===== src/rtl/multicycle_sequencer_if.sv =====
// Memory-side handshake bundle for multicycle_sequencer: instruction fetch and data access.
interface multicycle_sequencer_if;
  logic        imem_req;
  logic        imem_ack;
  logic [23:0] instr;
  logic        dmem_req;
  logic        dmem_we;
  logic        dmem_ack;

  modport master (output imem_req, dmem_req, dmem_we, input imem_ack, dmem_ack, instr);
  modport slave  (input imem_req, dmem_req, dmem_we, output imem_ack, dmem_ack, instr);
endinterface


===== src/rtl/multicycle_sequencer.sv =====
// Multi-cycle fetch/decode/exec/mem/wb controller for the 24-bit datapath.
// Optional retired-instruction counter enabled by defining SEQ_PERF_CNT_EN.
//
// state  | meaning
// IDLE   | waiting for start
// FETCH  | instruction request outstanding
// DECODE | classify ir_q
// EXEC   | ALU op or branch/jump resolution
// MEM    | data request outstanding
// WB     | register bank write-back
// ERROR  | memory timeout, left only by reset
module multicycle_sequencer #(
  parameter int MEM_TIMEOUT = 15
) (
  input  logic                           clk,
  input  logic                           rst_n,
  multicycle_sequencer_if.master         mem,
  input  logic                           start,
  input  logic                           branch_taken,
  output logic                           ir_load,
  output logic                           pc_en,
  output logic [1:0]                     pc_sel,
  output logic [5:0]                     alu_op,
  output logic                           flags_we,
  output logic                           rf_we,
  output logic [1:0]                     rf_wsel,
  output logic                           busy,
  output logic                           err,
  output logic [2:0]                     state_o,
  output logic [31:0]                    retired_cnt
);

  localparam int CW = $clog2(MEM_TIMEOUT + 1);
  localparam logic [CW-1:0] TMO_LAST = CW'(MEM_TIMEOUT - 1);

  typedef enum logic [2:0] {
    S_IDLE   = 3'd0,
    S_FETCH  = 3'd1,
    S_DECODE = 3'd2,
    S_EXEC   = 3'd3,
    S_MEM    = 3'd4,
    S_WB     = 3'd5,
    S_ERROR  = 3'd6
  } state_t;

  state_t        state;
  logic [23:0]   ir_q;
  logic [CW-1:0] tmo_cnt;

  logic [1:0] cls;
  logic [2:0] cond;
  logic       is_halt;
  logic       is_jal;
  logic       tmo_hit;
  logic       unused_ir;

  assign cls       = ir_q[23:22];
  assign cond      = ir_q[14:12];
  assign is_halt   = (cls == 2'b11) && (cond == 3'b111);
  assign is_jal    = (cls == 2'b11) && (cond == 3'b011);
  assign tmo_hit   = (tmo_cnt == TMO_LAST);
  assign unused_ir = ^{ir_q[21:15], ir_q[11:10], ir_q[3:1]};

  // Counter defaults to zero so every entry into FETCH/MEM starts a fresh window.
  always_ff @(posedge clk or negedge rst_n) begin
    if (!rst_n) begin
      state   <= S_IDLE;
      ir_q    <= '0;
      tmo_cnt <= '0;
    end else begin
      tmo_cnt <= '0;
      case (state)
        S_IDLE:   if (start) state <= S_FETCH;
        S_FETCH: begin
          if (mem.imem_ack) begin
            ir_q  <= mem.instr;
            state <= S_DECODE;
          end else begin
            tmo_cnt <= tmo_cnt + 1'b1;
            if (tmo_hit) state <= S_ERROR;
          end
        end
        S_DECODE: begin
          case (cls)
            2'b00:   state <= S_EXEC;
            2'b01:   state <= S_WB;
            2'b10:   state <= S_MEM;
            default: state <= is_halt ? S_IDLE : S_EXEC;
          endcase
        end
        S_EXEC:   state <= ((cls == 2'b00) || is_jal) ? S_WB : S_FETCH;
        S_MEM: begin
          if (mem.dmem_ack) begin
            state <= ir_q[0] ? S_FETCH : S_WB;
          end else begin
            tmo_cnt <= tmo_cnt + 1'b1;
            if (tmo_hit) state <= S_ERROR;
          end
        end
        S_WB:     state <= S_FETCH;
        S_ERROR:  state <= S_ERROR;
        default:  state <= S_IDLE;
      endcase
    end
  end

  always_comb begin
    mem.imem_req = 1'b0;
    mem.dmem_req = 1'b0;
    mem.dmem_we  = 1'b0;
    ir_load      = 1'b0;
    pc_en        = 1'b0;
    pc_sel       = 2'b00;
    alu_op       = 6'b111111;
    flags_we     = 1'b0;
    rf_we        = 1'b0;
    rf_wsel      = 2'b00;
    case (state)
      S_FETCH: begin
        mem.imem_req = 1'b1;
        ir_load      = mem.imem_ack;
      end
      S_EXEC: begin
        if (cls == 2'b00) begin
          alu_op   = ir_q[9:4];
          flags_we = 1'b1;
        end else if (cls == 2'b11) begin
          pc_en  = 1'b1;
          pc_sel = ((cond == 3'b000) || branch_taken) ? 2'b10 : 2'b01;
        end
      end
      S_MEM: begin
        mem.dmem_req = 1'b1;
        mem.dmem_we  = ir_q[0];
        if (mem.dmem_ack && ir_q[0]) begin
          pc_en  = 1'b1;
          pc_sel = 2'b01;
        end
      end
      S_WB: begin
        rf_we   = 1'b1;
        rf_wsel = cls;
        if (!is_jal) begin
          pc_en  = 1'b1;
          pc_sel = 2'b01;
        end
      end
      default: ;
    endcase
  end

  assign busy    = (state != S_IDLE);
  assign err     = (state == S_ERROR);
  assign state_o = state;

`ifdef SEQ_PERF_CNT_EN
  logic        retire;
  logic [31:0] retired_q;

  // Jump-and-link moves the PC in EXEC but is counted once, in WB.
  assign retire = ((state == S_DECODE) && is_halt) ||
                  ((state == S_EXEC) && (cls == 2'b11) && !is_jal) ||
                  ((state == S_MEM) && mem.dmem_ack && ir_q[0]) ||
                  (state == S_WB);

  always_ff @(posedge clk or negedge rst_n) begin
    if (!rst_n)      retired_q <= '0;
    else if (retire) retired_q <= retired_q + 32'd1;
  end

  assign retired_cnt = retired_q;
`else
  assign retired_cnt = 32'h0;
`endif

endmodule


===== src/flat_wrapper.sv =====
// flat-port wrapper written by rule: the top's interface ports become plain ports
module multicycle_sequencer_flat 
#(
  parameter int MEM_TIMEOUT = 15
)
  (clk, rst_n, start, branch_taken, ir_load, pc_en, pc_sel, alu_op, flags_we, rf_we, rf_wsel, busy, err, state_o, retired_cnt, mem_imem_req, mem_dmem_req, mem_dmem_we, mem_imem_ack, mem_dmem_ack, mem_instr);
  multicycle_sequencer_if mem_i ();
  input  logic clk;
  input  logic rst_n;
  input  logic start;
  input  logic branch_taken;
  output logic ir_load;
  output logic pc_en;
  output logic [1:0] pc_sel;
  output logic [5:0] alu_op;
  output logic flags_we;
  output logic rf_we;
  output logic [1:0] rf_wsel;
  output logic busy;
  output logic err;
  output logic [2:0] state_o;
  output logic [31:0] retired_cnt;
  output wire logic [$bits(mem_i.imem_req)-1:0] mem_imem_req;
  output wire logic [$bits(mem_i.dmem_req)-1:0] mem_dmem_req;
  output wire logic [$bits(mem_i.dmem_we)-1:0] mem_dmem_we;
  input wire logic [$bits(mem_i.imem_ack)-1:0] mem_imem_ack;
  input wire logic [$bits(mem_i.dmem_ack)-1:0] mem_dmem_ack;
  input wire logic [$bits(mem_i.instr)-1:0] mem_instr;
  assign mem_imem_req = mem_i.imem_req;
  assign mem_dmem_req = mem_i.dmem_req;
  assign mem_dmem_we = mem_i.dmem_we;
  assign mem_i.imem_ack = mem_imem_ack;
  assign mem_i.dmem_ack = mem_dmem_ack;
  assign mem_i.instr = mem_instr;
  multicycle_sequencer #(.MEM_TIMEOUT(MEM_TIMEOUT)) u_core (.clk(clk), .rst_n(rst_n), .mem(mem_i), .start(start), .branch_taken(branch_taken), .ir_load(ir_load), .pc_en(pc_en), .pc_sel(pc_sel), .alu_op(alu_op), .flags_we(flags_we), .rf_we(rf_we), .rf_wsel(rf_wsel), .busy(busy), .err(err), .state_o(state_o), .retired_cnt(retired_cnt));
endmodule

===== config.mk =====
export PLATFORM = sky130hd
export DESIGN_NAME = multicycle_sequencer_flat
export DESIGN_NICKNAME = d
export VERILOG_FILES = /design/src/rtl/multicycle_sequencer_if.sv /design/src/rtl/multicycle_sequencer.sv /design/src/flat_wrapper.sv
export SDC_FILE = /design/constraint.sdc
export NUM_CORES = 1
export LEC_CHECK = 0
export ABC_AREA = 0
export ABC_CLOCK_PERIOD_IN_PS = 1500
export CAP_MARGIN = 15
export CORE_MARGIN = 5
export CORE_UTILIZATION = 33
export CTS_CLUSTER_DIAMETER = 80
export CTS_CLUSTER_SIZE = 12
export DETAILED_ROUTE_END_ITERATION = 8
export GPL_TIMING_DRIVEN = 0
export PLACE_DENSITY = 0.75
export SYNTH_ARGS = -nofsm -noshare
export SYNTH_HDL_FRONTEND = slang
export SYNTH_SLANG_ARGS = --single-unit

===== constraint.sdc =====
create_clock -name clk -period 1.5 [get_ports clk]
set_clock_uncertainty 0.05 [all_clocks]
set_input_delay 0.3 -clock clk [delete_from_list [all_inputs] [get_ports clk]]
set_output_delay 0.3 -clock clk [all_outputs]
set_load 0.005 [all_outputs]

==> impl_results.md, run 1 <==
* IO Count at 84
* Leak at 1.22 nW
* Die area at 5490 µm²
* Clock transition at path regs at 0.07 ns
* Max cap viols at 0
* Fillers at 343
* Top cell type's share of synthesized area at 35.1%
* Worst Hold Depth at 1
* DR DRC count at 0
* Critical Path Sink Type: output port
* Power Density at 1420 nW/µm²
* Synth Warn # at 0
* Routed length per instance at 13.0 µm
* Post-route insts no fill at 284
* Max clock buf depth at 2
* Number of cell rows at 23
* GR Util met3 at 2.57%
* Final ANT Viol Nets at 0
* Largest net degree at the start of global routing at 20
* Worst-Margin Slew at 0.902 ns
* GR Layer Usage met1 at 15.0%
* Crit path kind: flip-flop to output port
* Failing checks: negative setup slack
* Nets at 271
* Tcrit/Tclk final at 131%
* Worst EP arrival at 1.62 ns
* Global Route Usage Sum at 11.9%
* Critical Path Start Type: flip-flop
* CP max FO at 6
* Post-Synthesis Cell Area at 1360 µm²
* Vias in the first global route at 1,056
* Yosys cell types at 36
* Largest cells by area after synthesis: dfrtp_1, buf_4, mux2_4
* Design area at 2360 µm²
* Share of layout cells above drive strength 1 at 52.6%
* Yosys reg bits at 19
* CTS tree: built
* Worst Hold Class: flip-flop to flip-flop
* 1st-iter DRT viols at 47
* Vias per cell at 4.23
* FF-to-FF path depth at 7
* Reg-to-reg endpoint: u_core.ir_q[5]$_DFFE_PN0P_
* Diode count at 0
* Initial antenna violation count at 0
* Met2 Track Usage GR at 19.8%
* Minimum clock period at 1.97 ns
* Die width at 74.1 µm
* # setup viols final at 32
* Routed WL at 3690 µm
* Hold path endpoint: u_core.tmo_cnt[0]$_DFF_PN0_
* Clk Latency, worst-skew pair at 0.26 ns
* Inserted Clock Buffers at 3
* Pre-antenna DRT Iters at 4
* Fin worst setup slack at -0.468 ns
* Root Driver: clkbuf_8
* Clk sinks at 19
* Peak Freq at 0.508 GHz
* Final hold violations at 0
* Congestion Overflow GR at 0
* RSZ-0062 raised after global routing: true
* Hold Slack at 0.439 ns
* Via count at 1,202
* Sequential area share after synthesis at 35.1%
* Hold_sp: u_core.tmo_cnt[0]$_DFF_PN0_
* R2r startpoint: u_core.state_o[2]$_DFFE_PN0P_
* Status: complete, but fails checks
* Area leader, netlist: dfrtp_1
* Core area at 4000 µm²
* H-Tree Level Count at 1
* Worst VDD drop at 0.660 mV
* PortBufs at 39
* Post-Place Cells at 256
* Die Y at 74.1 µm
* Placed cell area at 1940 µm²
* R2R setup slack at -0.29 ns
* Total Negative Setup Slacks at -8.64 ns
* Layout area overhead at 74.0%
* Final Max Tran Viols at 0
* First-pass GRT wire length at 4970 µm
* Worst slew margin at 39.7%
* Worst EP required at 1.15 ns
* Post-synthesis area per instance at 9.96 µm²
* Initial Util at 33.9%
* GP Congestion at 0.754
* Cells after synthesis at 136
* Layer with the highest usage: met2
* Placed wire-length estimate at 2410 µm
-- cell usage after synthesis --
library cell and n:
ha_1 6, and2_1 3, nand3b_1 1, o21ai_0 4, conb_1 1, mux2_4 7
buf_12 1, a211o_1 1, and3_1 2, nor3_1 2, nand2b_1 2, o221ai_1 1
a21bo_2 1, and3b_1 2, o31ai_1 1, o2bb2ai_1 2, or2_2 6, a32oi_1 1
nor3b_1 1, nand4b_1 1, dfrtp_1 19, and2_4 1, a21oi_1 2, inv_1 7
mux2i_1 1, buf_2 2, nor3b_4 1, nor2_1 9, a22oi_1 1, nand4_1 1
buf_4 32, nand2_1 5, xnor2_1 1, mux2_2 3, nand3_1 4, xor2_1 1
-- worst max-delay path, cell delays in order, from the launching register on --
cell             delay [ns]
dfrtp_1                0.39
buf_6                  0.14
buf_4                  0.15
nor2_1                 0.15
nand2_1                0.08
clkdlybuf4s50_1        0.45
-- sequential cells by signal (all words and copies together), names as in the netlist --
register and count:
u_core.ir_q 12, u_core.tmo_cnt 4, u_core.state_o 3
-- repair_timing --
item | 4_1_cts | 5_1_grt
buffers inserted | 19 | 12
pin swaps | 10 | 10
hold buffers | 0 | 0
endpoints found under the hold margin | 0 | 0
resized for setup | 124 | 26
endpoints found under the setup margin | 32 | 40
cloned | 0 | 0
-- layout by cell type, fill, tap and decap left out, types with 2 or more instances in the layout --
| cell | n |
|---|---|
| buf_2 | 4 |
| nor3_1 | 2 |
| clkdlybuf4s50_1 | 18 |
| clkbuf_8 | 3 |
| dfrtp_1 | 17 |
| inv_1 | 5 |
| or2_4 | 6 |
| buf_6 | 30 |
| and3b_2 | 2 |
| nand2_1 | 4 |
| o21ai_2 | 2 |
| nor2_1 | 8 |
| conb_1 | 32 |
| a21oi_1 | 2 |
| nand3_1 | 4 |
| nor3b_4 | 2 |
| buf_12 | 2 |
| dfrtp_2 | 2 |
| ha_1 | 4 |
| mux2_4 | 10 |
| and2_4 | 4 |
| buf_4 | 42 |
-- worst max path at each step --
stage	start	to	slack (ns)	cells after the start
2_1_floorplan	u_core.state_o[2]$_DFFE_PN0P_	u_core.ir_q[0]$_DFFE_PN0P_	-0.12	5
3_3_place_gp	u_core.state_o[1]$_DFFE_PN0P_	pc_sel[0]	-0.63	5
3_5_place_dp	u_core.state_o[1]$_DFFE_PN0P_	pc_sel[0]	-0.65	5
4_1_cts	u_core.state_o[2]$_DFFE_PN0P_	pc_sel[0]	-0.44	5
5_1_grt	u_core.state_o[2]$_DFFE_PN0P_	pc_sel[0]	-0.54	7
6_report	u_core.state_o[2]$_DFFE_PN0P_	busy	-0.47	5
-- layer usage --
layer  wire (µm)  vias up
li1            -      587
met1        1490      569
met2        1900       43
met3         255        3
met4          44        0
met5           0        -
-- per-stage QoR --
stage | worst slack, ns | total power, mW | util, %
after floorplan | -0.120 | 1.76 | -
after global placement | -0.633 | 2.23 | 48.4
after detailed placement | -0.651 | 2.26 | 48.4
after CTS | -0.439 | 3.14 | 55.8
after global routing | -0.543 | 3.56 | 58.9
final | -0.468 | 3.34 | 58.9
-- final cells by class --
class | count | area (µm²) | area share (%)
Multi-Input combinational cell | 106 | 827 | 35.1
Tap cell | 50 | 62.6 | 2.65
Timing Repair Buffer | 63 | 633 | 26.9
Clock buffer | 4 | 45.0 | 1.91
Buffer | 35 | 283 | 12.0
Sequential cell | 19 | 478 | 20.3
Inverter | 7 | 28.8 | 1.22
-- kinds of logic after synthesis --
logic type | share of synthesized area, %
buffers and inverters | 21.9
AND/OR/NAND/NOR | 17.6
flip-flops | 35.1
AO/OA/AOI/OAI | 7.30
multiplexers | 11.0
adder cells (fa/ha/maj) | 5.54
XOR/XNOR | 1.29
other | 0.277
-- power breakdown --
part / internal [mW] / switching [mW]
clock: 0.189 / 0.171
combinational: 1.26 / 0.777
sequential: 0.734 / 0.204
total: 2.18 / 1.15
No activity file was read; power rests on OpenSTA's default activity.
==> inputs of run 2 (changes only) <==
--- a/config.mk
+++ b/config.mk
@@ -9,12 +9,11 @@
 export ABC_CLOCK_PERIOD_IN_PS = 1500
 export CAP_MARGIN = 15
 export CORE_MARGIN = 5
-export CORE_UTILIZATION = 33
+export CORE_UTILIZATION = 31
 export CTS_CLUSTER_DIAMETER = 80
 export CTS_CLUSTER_SIZE = 12
 export DETAILED_ROUTE_END_ITERATION = 8
-export GPL_TIMING_DRIVEN = 0
-export PLACE_DENSITY = 0.75
+export PLACE_DENSITY = 0.71
 export SYNTH_ARGS = -nofsm -noshare
 export SYNTH_HDL_FRONTEND = slang
 export SYNTH_SLANG_ARGS = --single-unit
==> impl_results.md, run 2 (synthesized netlist as in run 1, its figures left out) <==
* Status: complete, but fails checks
* Failing checks: negative setup slack
* FF-to-FF path depth at 8 (+1)
* Final Power at 3.88 mW (+16%)
* Number of cell rows at 24 (+4.3%)
* CP max FO at 3 (-3)
* Die width at 76.1 µm (+2.7%)
* Worst EP required at 1.15 ns (about the same)
* Nets at 267 (-1.5%)
* H-Tree Level Count at 1 (unchanged)
* Max cap viols at 0 (unchanged)
* Most flops, register: u_core.ir_q
* 1st-iter DRT viols at 48 (+2.1%)
* Placed wire-length estimate at 2570 µm (+6.6%)
* Diode count at 0 (unchanged)
* Most common cell after layout, fill and taps aside: buf_6
* Clk Latency, worst-skew pair at 0.26 ns (about the same)
* Share of layout cells above drive strength 1 at 56.1% (+3.5 points)
* Post-route insts no fill at 282 (-0.70%)
* Final Max Tran Viols at 0 (unchanged)
* IO Count at 84 (unchanged)
* # setup viols final at 39 (+22%)
* Critical Path Sink Type: output port
* Minimum clock period at 1.92 ns (-0.0484 ns)
* Reg-to-reg endpoint: u_core.ir_q[6]$_DFFE_PN0P_
* Initial antenna violation count at 0 (unchanged)
* Hold Buf Count CTS at 0 (unchanged)
* Final ANT Viol Nets at 0 (unchanged)
* Inserted Clock Buffers at 3 (unchanged)
* Power Density at 1620 nW/µm² (+14%)
* Worst EP arrival at 1.57 ns (-0.05 ns)
* R2R setup slack at -0.36 ns (-0.07 ns)
* Most frequent cells in the layout: buf_6, buf_4, conb_1, dfrtp_1, clkdlybuf4s50_1
* Crit path kind: flip-flop to output port
* Hold Slack at 0.331 ns (-0.108 ns)
* Vias in the first global route at 1,258 (+19%)
* Dpl ws at -0.538 ns (+0.113 ns)
* Global Route Usage Sum at 13.5% (+1.6 points)
* Die Y at 76.1 µm (+2.7%)
* Clk sinks at 19 (unchanged)
* Final hold violations at 0 (unchanged)
* Congestion Overflow GR at 0 (unchanged)
* Clock transition at path regs at 0.07 ns (about the same)
* Die area at 5790 µm² (+5.6%)
* Worst Hold Class: input port to async pin
* Worst VDD drop at 0.628 mV (-4.8%)
* RSZ-0062 raised after global routing: true
* GP Congestion at 0.811 (+7.6%)
* Total Negative Setup Slacks at -10.15 ns (-1.51 ns)
* Tcrit/Tclk final at 128% (-3.2 points)
* Fin worst setup slack at -0.419 ns (+0.0484 ns)
* Placed cell area at 1830 µm² (-5.7%)
* Root Driver: clkbuf_8
* Routed length per instance at 14.3 µm (+9.8%)
* Initial Util at 31.6% (-2.3 points)
* Critical Path Start Type: flip-flop
* Design area at 2400 µm² (+1.6%)
* Leak at 1.18 nW (-3.1%)
* Post-Place Cells at 245 (-4.3%)
* Max clock buf depth at 2 (unchanged)
* Routed WL at 4030 µm (+9.0%)
* DR DRC count at 0 (unchanged)
* CTS tree: built
* Max reg flops at 12 (unchanged)
* Vias per cell at 4.31 (+1.8%)
* Peak Freq at 0.521 GHz (+2.5%)
* Layout area overhead at 76.8%
* Pre-antenna DRT Iters at 4 (unchanged)
* First-pass GRT wire length at 6410 µm (+29%)
* PortBufs at 39 (unchanged)
* Core area at 4290 µm² (+7.4%)
* Via count at 1,215 (+1.1%)
* Fillers at 371 (+8.2%)
* Post-route core utilization at 55.8% (-3.1 points)
* Largest net degree at the start of global routing at 20 (unchanged)
* R2r startpoint: u_core.state_o[0]$_DFFE_PN0P_
-- run 2: worst max path at each step --
stage	startpoint	endpoint	slack, ns	cells past startpoint
floorplan	u_core.state_o[2]$_DFFE_PN0P_	u_core.ir_q[0]$_DFFE_PN0P_	-0.12	5
global placement	u_core.ir_q[22]$_DFFE_PN0P_	pc_sel[0]	-0.46	5
detailed placement	u_core.ir_q[22]$_DFFE_PN0P_	pc_sel[0]	-0.54	5
CTS	u_core.ir_q[22]$_DFFE_PN0P_	pc_sel[0]	-0.42	7
global route	u_core.ir_q[22]$_DFFE_PN0P_	pc_sel[0]	-0.54	7
finish	u_core.ir_q[22]$_DFFE_PN0P_	pc_sel[0]	-0.42	7
-- run 2: metal layers --
layer  routed length, µm  vias to the layer above  global-route usage, %  share of wire [%]
li1                    -                      581                      -                  -
met3                 315                       13                   4.37                7.8
met5                   0                        -                      0                  0
met2                2080                       50                   23.9                 52
met1                1480                      571                   15.0                 37
met4                 145                        0                   4.72                3.6
-- run 2: timing repair --
| item | CTS | global route |
|---|---|---|
| gates cloned | 1 | 0 |
| endpoints found under the hold margin | 0 | 0 |
| pin swaps | 17 | 11 |
| setup buffers | 26 | 14 |
| resized for setup | 145 | 34 |
| endpoints found under the setup margin | 32 | 40 |
-- run 2: where the power goes --
part	internal, mW	total, mW	switching (mW)
clock network	0.189	0.363	0.174
registers	0.732	0.929	0.198
logic	1.64	2.58	0.945
total	2.56	3.88	1.32
-- run 2: area by class of cell --
class | instances | area [µm²] | share of cell area (%)
Tap cell | 52 | 65.1 | 2.72
Inverter | 7 | 26.3 | 1.10
Timing Repair Buffer | 94 | 910 | 38.0
Sequential cell | 19 | 477 | 19.9
Multi-Input combinational cell | 106 | 873 | 36.4
Clock buffer | 4 | 45.0 | 1.88
-- run 2: critical path: stages (launching register included) --
cell and delay [ns]:
dfrtp_1 0.38, buf_6 0.12, ha_4 0.13, nand4b_1 0.14
a32oi_2 0.21, buf_4 0.14, o31ai_2 0.05, buf_2 0.13
==> inputs of run 3 (changes only) <==
--- a/config.mk
+++ b/config.mk
@@ -7,7 +7,7 @@
 export LEC_CHECK = 0
 export ABC_AREA = 0
 export ABC_CLOCK_PERIOD_IN_PS = 1500
-export CAP_MARGIN = 15
+export CAP_MARGIN = 20
 export CORE_MARGIN = 5
 export CORE_UTILIZATION = 31
 export CTS_CLUSTER_DIAMETER = 80
==> results of run 3 <==
The final DEF is identical to that of run 2; final timing and power are the same.
